`src/rtl/cs_y_packer.sv`:
```
// Packs the 10-bit CS Y result stream three samples per 32-bit word and
// buffers the words in a small FIFO drained over valid/ready; overrun sets a sticky flag.
//
// state | meaning
// S0    | no slots filled
// S1    | slot0 holds one sample
// S2    | slot0 and slot1 hold two samples
module cs_y_packer #(
    parameter int DEPTH  = 4,
    parameter int ADDR_W = 2
) (
    input  logic              clk,
    input  logic              reset,
    input  logic              y_valid,
    input  logic [9:0]        y,
    input  logic              flush,
    output logic              out_valid,
    input  logic              out_ready,
    output logic [31:0]       out_data,
    output logic [ADDR_W:0]   level,
    output logic              overflow
);

    typedef enum logic [1:0] {
        S0 = 2'd0,
        S1 = 2'd1,
        S2 = 2'd2
    } pack_state_t;

    localparam logic [ADDR_W:0] FULL_LEVEL = (ADDR_W + 1)'(DEPTH);

    pack_state_t state;
    pack_state_t state_next;
    logic [9:0]  slot0;
    logic [9:0]  slot1;
    logic [9:0]  slot0_next;
    logic [9:0]  slot1_next;
    logic        push;
    logic [31:0] push_word;

    logic [31:0]     mem [DEPTH];
    logic [ADDR_W-1:0] wr_ptr;
    logic [ADDR_W-1:0] rd_ptr;
    logic [ADDR_W:0]   level_q;
    logic              overflow_q;
    logic              full;
    logic              pop;
    logic              accept;

    // Packing FSM state register
    always_ff @(posedge clk) begin
        if (reset) begin
            state <= S0;
            slot0 <= '0;
            slot1 <= '0;
        end else begin
            state <= state_next;
            slot0 <= slot0_next;
            slot1 <= slot1_next;
        end
    end

    // Slots are touched only when y_valid is high, so an unknown y never leaks in.
    always_comb begin
        state_next = state;
        slot0_next = slot0;
        slot1_next = slot1;
        push       = 1'b0;
        push_word  = '0;
        case (state)
            S0: begin
                if (y_valid && flush) begin
                    push      = 1'b1;
                    push_word = {2'b01, 20'd0, y};
                end else if (y_valid) begin
                    slot0_next = y;
                    state_next = S1;
                end
            end
            S1: begin
                if (y_valid && flush) begin
                    push       = 1'b1;
                    push_word  = {2'b10, 10'd0, y, slot0};
                    state_next = S0;
                end else if (y_valid) begin
                    slot1_next = y;
                    state_next = S2;
                end else if (flush) begin
                    push       = 1'b1;
                    push_word  = {2'b01, 20'd0, slot0};
                    state_next = S0;
                end
            end
            S2: begin
                // A sample in S2 always completes the word; flush adds nothing.
                if (y_valid) begin
                    push       = 1'b1;
                    push_word  = {2'b11, y, slot1, slot0};
                    state_next = S0;
                end else if (flush) begin
                    push       = 1'b1;
                    push_word  = {2'b10, 10'd0, slot1, slot0};
                    state_next = S0;
                end
            end
            default: begin
                state_next = S0;
            end
        endcase
    end

    assign full      = (level_q == FULL_LEVEL);
    assign out_valid = (level_q != '0);
    assign pop       = out_valid & out_ready;
    // A full FIFO still takes a word when the head leaves on the same edge.
    assign accept    = push & (~full | pop);

    always_ff @(posedge clk) begin
        if (reset) begin
            for (int i = 0; i < DEPTH; i++) begin
                mem[i] <= '0;
            end
            wr_ptr     <= '0;
            rd_ptr     <= '0;
            level_q    <= '0;
            overflow_q <= 1'b0;
        end else begin
            if (accept) begin
                mem[wr_ptr] <= push_word;
                wr_ptr      <= wr_ptr + ADDR_W'(1);
            end
            if (pop) begin
                rd_ptr <= rd_ptr + ADDR_W'(1);
            end
            case ({accept, pop})
                2'b10:   level_q <= level_q + (ADDR_W + 1)'(1);
                2'b01:   level_q <= level_q - (ADDR_W + 1)'(1);
                default: level_q <= level_q;
            endcase
            if (push && !accept) begin
                overflow_q <= 1'b1;
            end
        end
    end

    assign out_data = out_valid ? mem[rd_ptr] : '0;
    assign level    = level_q;
    assign overflow = overflow_q;

endmodule
```
`config.mk`:
```
export PLATFORM = sky130hd
export DESIGN_NAME = cs_y_packer
export DESIGN_NICKNAME = d
export VERILOG_FILES = /design/src/rtl/cs_y_packer.sv
export SDC_FILE = /design/constraint.sdc
export NUM_CORES = 1
export LEC_CHECK = 0
export CAP_MARGIN = 40
export CORE_UTILIZATION = 53
export DETAILED_ROUTE_END_ITERATION = 10
export PLACE_DENSITY_LB_ADDON = 0.05
export SETUP_SLACK_MARGIN = 0.5
export SLEW_MARGIN = 20
export SYNTH_ARGS = -nofsm -noshare
export SYNTH_HDL_FRONTEND = slang
export SYNTH_SLANG_ARGS = --single-unit
```
`constraint.sdc`:
```
create_clock -name clk -period 4.2 [get_ports clk]
set_input_delay 0.84 -clock clk [delete_from_list [all_inputs] [get_ports clk]]
set_output_delay 0.84 -clock clk [all_outputs]
set_load 0.01 [all_outputs]
```
# Word level (Yosys, flattened, before mapping)
# Memories as Yosys holds them, arrays and structs flattened. A register that Yosys moved wholly into a read port is not among the register bits.
# Cells that the tools add are included.
[totals]
output_inout_bits = 37
inputBits = 15
reg_bits = 30
ramBits = 128
mem_count = 1
[op_classes]
mux = 32
bitwise_logic = 5
n_reduce_logical = 10
n_addsub = 4
eq_ne = 7
[memory_table]
columns = ["memory", "words", "word_bits", "rd", "rd_ports_with_merged_regs", "wr", "line", "text"]
rows = [
  ["mem", 4, 32, 1, 1, 4, "41", "logic [31:0] mem [DEPTH];"],
]
[ops]
columns = ["cell", "n"]
rows = [
  ["$mux 32", 5],
  ["$pmux 32 s3", 1],
  ["$mux 31", 3],
  ["$reduce_or 32->1", 1],
  ["$mux 2", 9],
  ["$mux 1", 11],
  ["$pmux 2 s3", 1],
  ["$pmux 3 s2", 1],
  ["$reduce_and 3->1", 2],
  ["$add 2x1->2 const B", 2],
  ["$eq 2x1->1 const B", 2],
  ["$eq 2x2->1 const B", 2],
  ["$ne 2x2->1 const B", 2],
  ["$add 3x1->3 const B", 1],
  ["$eq 3x3->1 const B", 1],
  ["$pmux 1 s3", 1],
  ["$reduce_bool 3->1", 1],
  ["$sub 3x1->3 const B", 1],
  ["$and 1x1->1", 2],
  ["$logic_and 1x1->1", 2],
  ["$logic_not 2->1", 1],
  ["$not 1->1", 2],
  ["$reduce_and 2->1", 1],
  ["$reduce_bool 2->1", 1],
  ["other kinds (2)", 2],
]

# Longest topological paths before layout
# Gate-level depths: netlist of run 1.
[depth]
ltp_word = 10
ltp_mapped = 8

# Worst setup path before layout of run 1
# No wires, ideal clock.
[synth_timing]
kind = "input port to flip-flop"
from = "input port flush"
to = "memory mem[1][0] (enable)"
setup_time_ns = 0.466
slack_ns = 0.088
arrival_ns = 3.646
n_path_buf = 1
cell_stages = 4
cell_sequence = "buf_2 -> o21a_1 -> o2111ai_1 -> o21ai_0"
[synth_lines]
columns = ["element", "line", "text"]
rows = [
  ["from (decl)", "16", "input logic flush,"],
  ["to (decl)", "41", ""],
]

==> reports/metrics.yaml, run 1 <==
drt:
  routed_wl_mm: 15.9
  drc: 0
  wl_met1_mm: 6.97
  vias_per_cell: 5.73
  top_layer: "met4"
  dr_wl_met2_mm: 7.99
  first_pass_iters: 5
  dr.first_iter.drc_count: 321
  post_drt_wl_per_cell_um: 19.7
  ant_nets: 0
  vias: 4623
  wl_met3_um: 736
layout:
  multi_input_comb_area_sq_mm: 0.00248
  syn2layout_area_growth_pct: 18.0
  regArea_sq_mm: 0.00449
  fin_cells: 807
  drive_gt1_share_pct: 15.8
  final_nets: 634
  nFillCells: 1053
  antenna_cells: 0
logic_synthesis:
  ys_seq_area_share_pct: 62.7
  synth_top_cell_by_area: "edfxtp_1"
  ys_seq_elements: 160
  synth_edf_count: 128
  synth_area_leaders: "edfxtp_1 (54%), mux4_2 (10%), dfxtp_1 (9.0%)"
  yosys.area.top_type_share_pct: 53.8
  ys_warn_count: 0
  avgSynthCellArea_sq_um: 12.6
  synth_nets: 582
  yosysUniqueCellTypes: 47
  synth_ff_type: "edfxtp_1"
  syn_area_sq_mm: 0.00715
  async_flop_share_pct: 0
  synth_cells: 566
critical_path:
  worstPathRequired_ns: 3.36
  path_depth: 4
  worst_setup_path_end_kind: "primary output"
  ff2ff_path_depth: 7
  path_buf_inv: 2
  crit_type: "flip-flop to primary output"
  cp_max_fo: 18
  slowest_delay_ns: 0.76
  cpLargestDelayFamily: "flip-flops"
  slowest_stage: "dfxtp_2"
  cp_cell_sequence: "buf_12 -> mux4_2 -> and2_1 -> clkdlybuf4s50_1"
  critPathLaunchType: "flip-flop"
  critPathArrivalTime_ns: 2.65
cts:
  cts_buffers: 17
  root_buffer: "clkbuf_16"
  hold_buffers: 0
  h-tree-depth: 4
  post_cts_buffers: 0
  path_clk_slew_ns: 0.06
  clkLatencyLatePin_ns: 0.42
  cts.repair.resized: 0
  max-clock-path-buffers: 2
  cts.sinks: 160
  cts_tree: "done"
sta:
  min_period_over_period_pct: 83.2
  finClkSkew_ns: 0.00589
  finalHoldViolations: 0
  setup_violations: 0
  final.setup.tns_ns: 0
  period_needed_ns: 3.49
  maxClockFrequency_ghz: 0.286
  slew_violations: 0
  fin_hold_ws_ns: 0.458
  slew-limit-headroom_pct: 45.9
  grt_setup_unrepaired: "false"
  worst_pin_slew_ns: 0.809
power_and_ir_drop:
  ir_worst_vdd_mv: 0.303
  cellPowerDensity_mw_per_mm2: 525
  total_power_mw: 4.43
  p_leak_nw: 2.78
floorplanning:
  dieArea_sq_mm: 0.0140
  die_x_um: 118
  rows: 42
  start_util_pct: 54.2
  dieHeight_um: 118
  core_area_sq_mm: 0.0132
  pin_count: 52
placement:
  dp_cells: 775
  place_hpwl_mm: 10.0
  place.gp.congestion: 0.799
  portBuffers: 51
worst_hold_path:
  hold_depth: 2
  hold_class: "flip-flop to flip-flop"
grt:
  grt-ovfl-total: 0
  antenna_found_initial: 0
  grt_max_degree: 33
  grt_pass1_vias: 4773
  grt_pass1_wl_mm: 26.1
  track_usage_pct: 25.0
status:
  status: "completed"
flow_run:
  max_cap_violations: 0
-- layout make-up --
cell class | instances | share of cell area [%]
Timing Repair Buffer | 67 | 7.92
Clock inverter | 5 | 0.297
Clock buffer | 27 | 6.35
Multi-Input combinational cell | 365 | 29.3
Inverter | 7 | 0.311
Sequential cell | 160 | 53.2
Tap cell | 176 | 2.61
-- through the flow --
stage	util [%]	worst slack [ns]	cell area (sq um)
2_1_floorplan	-	0.0879	7150
6_report	64.0	0.705	8440
4_1_cts	64.0	0.642	8440
3_3_place_gp	59.7	0.886	7880
3_5_place_dp	59.7	0.841	7880
5_1_grt	64.0	0.581	8440
-- state kept, by name (all words and copies together), names as in the netlist, named ones only --
signal / count
level: 3
mem: 128
overflow: 1
rd_ptr: 2
slot0: 10
slot1: 10
state: 2
wr_ptr: 2
-- where the power goes --
part / switching (mW) / internal (mW) / total (mW)
combinational: 0.489 / 0.589 / 1.08
sequential: 0.0952 / 1.81 / 1.90
clock: 0.579 / 0.870 / 1.45
total: 1.16 / 3.27 / 4.43
-- path summary, 6_finish.rpt --
check,from,end,slack (ns)
setup / recovery,flip-flop,out_data[22],0.71
hold / removal,slot0[5]$_SDFFE_PP0P_,slot0[5]$_SDFFE_PP0P_,0.46
setup reg to reg,level[0]$_SDFFE_PP0P_,level[2]$_SDFFE_PP0P_,1.74
hold reg to reg,slot0[5]$_SDFFE_PP0P_,slot0[5]$_SDFFE_PP0P_,0.46
-- worst register-to-register path, stage by stage, from the launching register on --
cell and delay, ns:
dfxtp_1 0.45, or3_1 0.52, buf_4 0.25, nand3_1 0.09
fa_1 0.42, nand3_1 0.10, a2bb2oi_1 0.19, mux2_1 0.33
-- cells in the mapped netlist (2+ instances only) --
library cell / number
a32o_1: 3
xnor2_1: 2
edfxtp_1: 128
mux2_1: 3
buf_2: 23
a22oi_1: 10
nor2_1: 143
nor3_2: 2
nor2b_1: 2
a21oi_2: 2
a21oi_1: 23
nand2_1: 59
nand3_1: 7
and2_1: 32
clkbuf_1: 7
buf_1: 2
and3b_1: 2
inv_1: 6
a22oi_2: 10
xor2_1: 3
dfxtp_1: 32
mux4_2: 32
nor3_1: 4
a2bb2oi_1: 2
o21ai_0: 3
and3_1: 3
-- logic make-up (layout without fill, tap and decap cells) --
| logic type | count (synthesis) | count (layout) | share of synthesized area, % |
|---|---|---|---|
| compound gates | 60 | 60 | 6.44 |
| xor+xnor | 5 | 5 | 0.613 |
| fa+ha+maj | 1 | 1 | 0.280 |
| buf+inv | 41 | 106 | 2.71 |
| flops | 160 | 160 | 62.7 |
| mux | 36 | 36 | 10.7 |
| simple gates | 263 | 263 | 16.5 |
-- layout by cell type, fill, tap and decap left out, types with 2 or more instances in the layout --
cell / count
a22oi_1: 10
and3b_1: 2
nand3_1: 7
clkbuf_8: 3
xnor2_1: 2
clkinv_2: 5
and3_1: 3
nor3_1: 4
mux2_1: 3
o21ai_2: 2
dfxtp_1: 31
buf_12: 3
clkdlybuf4s50_1: 51
nor2_1: 143
clkbuf_1: 5
a32o_1: 3
nand2_1: 59
and2_1: 32
mux4_2: 32
a21oi_2: 2
nor2b_1: 2
inv_1: 6
nor3_2: 2
a21oi_1: 23
clkbuf_16: 19
buf_4: 13
a2bb2oi_1: 2
xor2_1: 3
edfxtp_1: 128
a22oi_2: 10
-- routing by layer --
metal / vias to the layer above / track usage (%)
li1: 2135 / -
met1: 2315 / 34.4
met2: 153 / 40.6
met3: 20 / 3.88
met4: 0 / 8.33
met5: - / 0
Power figures use the tool's default switching activity.
==> run 2, diff against run 1 <==
- CORE_UTILIZATION: 53 -> 59
- clock period: 4.2 -> 3.4 ns (I/O delays scaled with it)
==> reports/metrics.yaml, run 2 (synthesis results as in run 1) <==
status:
  status: "finished with violations"
  violations: "design-rule violations"
placement:
  dp_cells: 746  # -3.7%
  portBuffers: 51  # unchanged
  place_hpwl_mm: 9.63  # -3.8%
  placed_cell_area_sq_mm: 0.00785  # -0.30%
  place.gp.congestion: 0.838  # +4.9%
layout:
  fin_area_sq_mm: 0.00848  # +0.55%
  nFillCells: 794  # -25%
  largest_reg_flops: 128  # unchanged
  fin_util_pct: 73.0  # +9.1 points
  largestRegisters: "mem: 128 flops, slot0: 10 flops, slot1: 10 flops"
  drive_gt1_share_pct: 17.1  # +1.2 points
  layout_common_cells: "nor2_1 (143), edfxtp_1 (128), nand2_1 (59)"
  antenna_cells: 0  # unchanged
  final_common_cell: "nor2_1"
  largest_register: "mem"
  regArea_sq_mm: 0.00449  # about the same
  final_nets: 642  # +1.3%
  fin_cells: 781  # -3.2%
  syn2layout_area_growth_pct: 18.7
  multi_input_comb_area_sq_mm: 0.00248  # unchanged
grt:
  track_usage_pct: 27.4  # +2.5 points
  grt_max_degree: 33  # unchanged
  grt-ovfl-total: 0  # unchanged
  busiest_layer: "met2"
  grt_use_met3_pct: 4.27  # +0.39 points
  use_met2_pct: 47.6  # +7.0 points
  grt_pass1_wl_mm: 25.5  # -2.0%
  grt_pass1_vias: 4922  # +3.1%
  antenna_found_initial: 0  # unchanged
  grt_use_met1_pct: 35.0  # +0.58 points
cts:
  h-tree-depth: 4  # unchanged
  root_buffer: "clkbuf_16"
  hold_buffers: 0  # unchanged
  cts.sinks: 160  # unchanged
  clkLatencyLatePin_ns: 0.42  # about the same
  max-clock-path-buffers: 2  # unchanged
  cts_buffers: 17  # unchanged
  path_clk_slew_ns: 0.06  # about the same
  cts_tree: "done"
floorplanning:
  start_util_pct: 61.5  # +7.4 points
  rows: 39  # -7.1%
  core_area_sq_mm: 0.0116  # -12%
  dieHeight_um: 112  # -5.1%
  dieArea_sq_mm: 0.0126  # -10%
  die_x_um: 112  # -5.1%
  pin_count: 52  # unchanged
sta:
  fin_hold_ws_ns: 0.459  # +0.000264 ns
  grt_setup_unrepaired: "true"
  slew-limit-headroom_pct: 48.4  # +2.6 points
  maxClockFrequency_ghz: 0.348
  slew_violations: 0  # unchanged
  finClkSkew_ns: 0.00445  # -0.00143 ns
  min_period_over_period_pct: 84.4
  worst_pin_slew_ns: 0.770  # -0.0385 ns
  finalHoldViolations: 0  # unchanged
  setup_violations: 0  # unchanged
  final.setup.tns_ns: 0  # unchanged
  period_needed_ns: 2.87
critical_path:
  worst_setup_path_end_kind: "primary output"
  worst-r2r-setup-slack_ns: 1.02  # -0.72 ns
  reg2reg_from: "state[1]$_SDFFE_PP0P_"
  critPathArrivalTime_ns: 2.19  # -0.46 ns
  crit_type: "flip-flop to primary output"
  worstPathRequired_ns: 2.72  # -0.64 ns
  slowest_delay_ns: 0.50  # -0.26 ns
  slowest_stage: "mux4_2"
  critPathLaunchType: "flip-flop"
  ff2ff_path_depth: 7  # unchanged
  cp_cell_sequence: "buf_12 -> mux4_2 -> and2_1 -> clkdlybuf4s50_1"
  r2r-end: "level[2]$_SDFFE_PP0P_"
  cpLargestDelayFamily: "buffers and inverters"
  cp_max_fo: 8  # -10
  path_depth: 4  # unchanged
  path_buf_inv: 2  # unchanged
power_and_ir_drop:
  p_leak_nw: 2.87  # +3.2%
  ir_worst_vdd_mv: 0.444  # +46%
  cellPowerDensity_mw_per_mm2: 659  # +26%
drt:
  vias: 4677  # +1.2%
  routed_wl_mm: 15.9  # -0.17%
  ant_nets: 0  # unchanged
  vias_per_cell: 5.99  # +4.5%
  drc: 5  # +5
  post_drt_wl_per_cell_um: 20.3  # +3.2%
  dr.first_iter.drc_count: 268  # -17%
  first_pass_iters: 8  # +3
worst_hold_path:
  holdPathEnd: "slot0[9]$_SDFFE_PP0P_"
  hold_depth: 2  # unchanged
  hp-start: "slot0[9]$_SDFFE_PP0P_"
  hold_class: "flip-flop to flip-flop"
flow_run:
  max_cap_violations: 0  # unchanged
run 2: changes by cell type in the layout (fill, tap and decap cells not counted), sizes merged:
cell	before	now
dlymetal6s2s	0	3
buf	16	24
clkinv	5	10
bufinv	0	2
clkbuf	27	17
clkdlybuf4s50	51	48
clkinvlp	0	2
run 2: area by class of cell:
cell class / count / area share [%]
timing repair buffer: 75 / 9.00
sequential: 160 / 52.9
inverter: 7 / 0.310
multi-input combinational: 365 / 29.2
tap: 143 / 2.11
clock buffer: 17 / 5.01
clock inverter: 14 / 1.47
run 2: tightest hold or removal path, stage by stage, from the launching register on:
cell,delay (ns)
dfxtp_1,0.31
nand2_1,0.05
a21oi_1,0.05
run 2: where the power goes:
part	internal (mW)	leakage [nW]	switching (mW)
Clock	1.06	0.270	0.741
Combinational	0.803	1.01	0.673
Sequential	2.23	1.59	0.0834
run 2: worst max-delay path by stage:
| stage | to | slack [ns] |
|---|---|---|
| floorplan | mem[3][0]$_DFFE_PP_ | 0.30 |
| global placement | level[2]$_SDFFE_PP0P_ | 0.48 |
| detailed placement | level[2]$_SDFFE_PP0P_ | 0.42 |
| CTS | out_data[31] | 0.50 |
| global route | out_data[23] | 0.49 |
| finish | out_data[8] | 0.53 |
run 2: repair_timing:
action,CTS,global route
setup endpoints to repair,26,15
resized for setup,5,5
buffers inserted,1,2
hold endpoints to repair,0,0
gates cloned,1,0
pin swaps,0,0
run 2: metrics by stage:
stage	worst slack, ns	total power [mW]
6_report	0.530	5.59
5_1_grt	0.490	5.80
4_1_cts	0.496	5.59
3_5_place_dp	0.419	3.75
3_3_place_gp	0.480	3.73
2_1_floorplan	0.301	3.17
run 2: layer usage:
metal  wire [um]  vias to the layer above
met5           0                        -
met4         223                        0
met3         885                       21
met2        8180                      149
met1        6580                     2351
li1            -                     2156
==> run 3, diff against run 2 <==
- clock period: 3.4 -> 2.7 ns (I/O delays scaled with it)
==> reports/metrics.yaml, run 3 (synthesis results as in run 1) <==
layout:
  largest_reg_flops: 128  # unchanged
  largestRegisters: "mem: 128 flops, slot0: 10 flops, slot1: 10 flops"
  antenna_cells: 0  # unchanged
  layout_common_cells: "nor2_1 (143), edfxtp_1 (128), nand2_1 (58)"
  final_nets: 669  # +4.2%
  final_common_cell: "nor2_1"
  syn2layout_area_growth_pct: 27.7
  drive_gt1_share_pct: 32.4  # +15 points
  fin_area_sq_mm: 0.00913  # +7.6%
  largest_register: "mem"
critical_path:
  worstPathRequired_ns: 2.16  # -0.56 ns
  cpLargestDelayFamily: "multiplexers"
  critPathArrivalTime_ns: 1.98  # -0.21 ns
  slowest_stage: "mux4_2"
  worst-r2r-setup-slack_ns: 0.58  # -0.44 ns
  cpMostUsedCell: "buf_12"
  cp_cell_sequence: "buf_12 -> buf_12 -> buf_16 -> mux4_2 -> and2_4 -> buf_2"
  slowest_delay_ns: 0.51  # about the same
  worst_setup_path_end_kind: "primary output"
  critPathLaunchType: "flip-flop"
  ff2ff_path_depth: 8  # +1
  cp_max_fo: 6  # -2
  r2r-end: "level[2]$_SDFFE_PP0P_"
  path_buf_inv: 4  # +2
  reg2reg_from: "level[2]$_SDFFE_PP0P_"
  crit_type: "flip-flop to primary output"
cts:
  root_buffer: "clkbuf_16"
  cts_buffers: 17  # unchanged
  clkLatencyLatePin_ns: 0.42  # about the same
  cts.sinks: 160  # unchanged
  path_clk_slew_ns: 0.06  # about the same
  max-clock-path-buffers: 2  # unchanged
  h-tree-depth: 4  # unchanged
  cts_tree: "done"
drt:
  routed_wl_mm: 17.8  # +12%
  post_drt_wl_per_cell_um: 22.0  # +8.4%
  dr.first_iter.drc_count: 424  # +58%
  vias_per_cell: 6.11  # +2.1%
  ant_nets: 0  # unchanged
  drc: 4  # -1
  first_pass_iters: 8  # unchanged
  vias: 4947  # +5.8%
placement:
  place_hpwl_mm: 9.54  # -1.0%
  placed_cell_area_sq_mm: 0.00805  # +2.5%
  portBuffers: 51  # unchanged
  place.gp.congestion: 0.804  # -4.1%
grt:
  antenna_found_initial: 0  # unchanged
  track_usage_pct: 30.5  # +3.1 points
  grt_pass1_vias: 5040  # +2.4%
  grt_pass1_wl_mm: 27.9  # +9.1%
  grt_max_degree: 33  # unchanged
  grt-ovfl-total: 0  # unchanged
floorplanning:
  dieArea_sq_mm: 0.0126  # unchanged
  core_area_sq_mm: 0.0116  # unchanged
  rows: 39  # unchanged
  dieHeight_um: 112  # unchanged
  start_util_pct: 61.5  # unchanged
  die_x_um: 112  # unchanged
  pin_count: 52  # unchanged
sta:
  slew_violations: 0  # unchanged
  setup_violations: 0  # unchanged
  period_needed_ns: 2.52
  min_period_over_period_pct: 93.4
  finalHoldViolations: 0  # unchanged
  worst_pin_slew_ns: 0.659  # -0.111 ns
  slew-limit-headroom_pct: 55.8  # +7.4 points
  fin_hold_ws_ns: 0.462  # +0.00357 ns
  finClkSkew_ns: 0.00720  # +0.00275 ns
  maxClockFrequency_ghz: 0.397
  grt_setup_unrepaired: "true"
power_and_ir_drop:
  p_sw_share_pct: 27.4  # +0.63 points
  total_power_mw: 8.12  # +45%
  p_int_mw: 5.89  # +44%
  ir_worst_vdd_mv: 0.902  # +100%
  p_leak_nw: 3.22  # +12%
  p_clk_share_pct: 30.5  # -1.7 points
  p_comb_share_pct: 33.7  # +7.3 points
  seqPwrFrac_pct: 35.9  # -5.5 points
  cellPowerDensity_mw_per_mm2: 890  # +35%
  power_switching_mw: 2.22  # +49%
worst_hold_path:
  holdPathEnd: "slot0[3]$_SDFFE_PP0P_"
  hold_depth: 2  # unchanged
  hp-start: "slot0[3]$_SDFFE_PP0P_"
  hold_class: "flip-flop to flip-flop"
status:
  violations: "design-rule violations"
  status: "finished with violations"
flow_run:
  max_cap_violations: 0  # unchanged
run 3: power groups by stage:
stage / sequential (mW) / combinational, mW / clock (mW)
5_1_grt: 2.93 / 2.88 / 2.57
4_1_cts: 2.91 / 2.49 / 2.49
6_report: 2.91 / 2.73 / 2.47
3_3_place_gp: 2.93 / 1.82 / 0
2_1_floorplan: 2.92 / 1.07 / 0
3_5_place_dp: 2.94 / 1.84 / 0
run 3: routing by layer:
| metal | vias to the layer above | global-route usage (%) | share of wire (%) |
|---|---|---|---|
| li1 | 2206 | - | - |
| met1 | 2484 | 40.0 | 40 |
| met2 | 223 | 50.5 | 51 |
| met3 | 34 | 6.21 | 6.7 |
| met4 | 0 | 12.5 | 2.7 |
| met5 | - | 0 | 0 |
run 3: worst max-delay path by stage:
stage | from | to | slack (ns) | cells after the start
floorplan | flush | mem[3][0]$_DFFE_PP_ | 0.31 | 4
finish | flip-flop | out_data[18] | 0.18 | 6
global route | flip-flop | out_data[28] | 0.15 | 6
CTS | flip-flop | out_data[18] | 0.18 | 6
global placement | y_valid | level[2]$_SDFFE_PP0P_ | 0.07 | 8
detailed placement | y_valid | level[2]$_SDFFE_PP0P_ | -0.05 | 8
run 3: area by class of cell:
| cell class | instances | area, sq um |
|---|---|---|
| sequential | 160 | 4500 |
| multi-input combinational | 365 | 2640 |
| fill | 712 | 2490 |
| timing repair buffer | 102 | 1190 |
| clock buffer | 20 | 437 |
| tap | 143 | 179 |
| clock inverter | 12 | 166 |
| inverter | 7 | 26.3 |
run 3: worst reg2reg max path: stages, from the launching register on:
cell and delay, ns:
dfxtp_2 0.34, or3_4 0.44, buf_16 0.15, buf_4 0.19
nand3_2 0.10, fa_2 0.22, nand3_1 0.10, a2bb2oi_2 0.16
mux2_1 0.30
run 3: timing repair:
action | CTS | global route
gates resized for setup | 169 | 52
pin swaps | 30 | 8
endpoints found under the hold margin | 0 | 0
cloned | 4 | 0
setup buffers | 14 | 3
endpoints found under the setup margin | 34 | 208
hold buffers | 0 | 0
run 3: through the flow:
| step | utilization [%] | setup TNS, ns | instances | worst slack, ns |
|---|---|---|---|---|
| 2_1_floorplan | - | 0 | 566 | 0.309 |
| 3_3_place_gp | 69.3 | 0 | 756 | 0.0653 |
| 3_5_place_dp | 69.3 | -0.0488 | 756 | -0.0488 |
| 4_1_cts | 76.5 | 0 | 806 | 0.178 |
| 5_1_grt | 78.6 | 0 | 809 | 0.146 |
| 6_report | 78.6 | 0 | 809 | 0.179 |
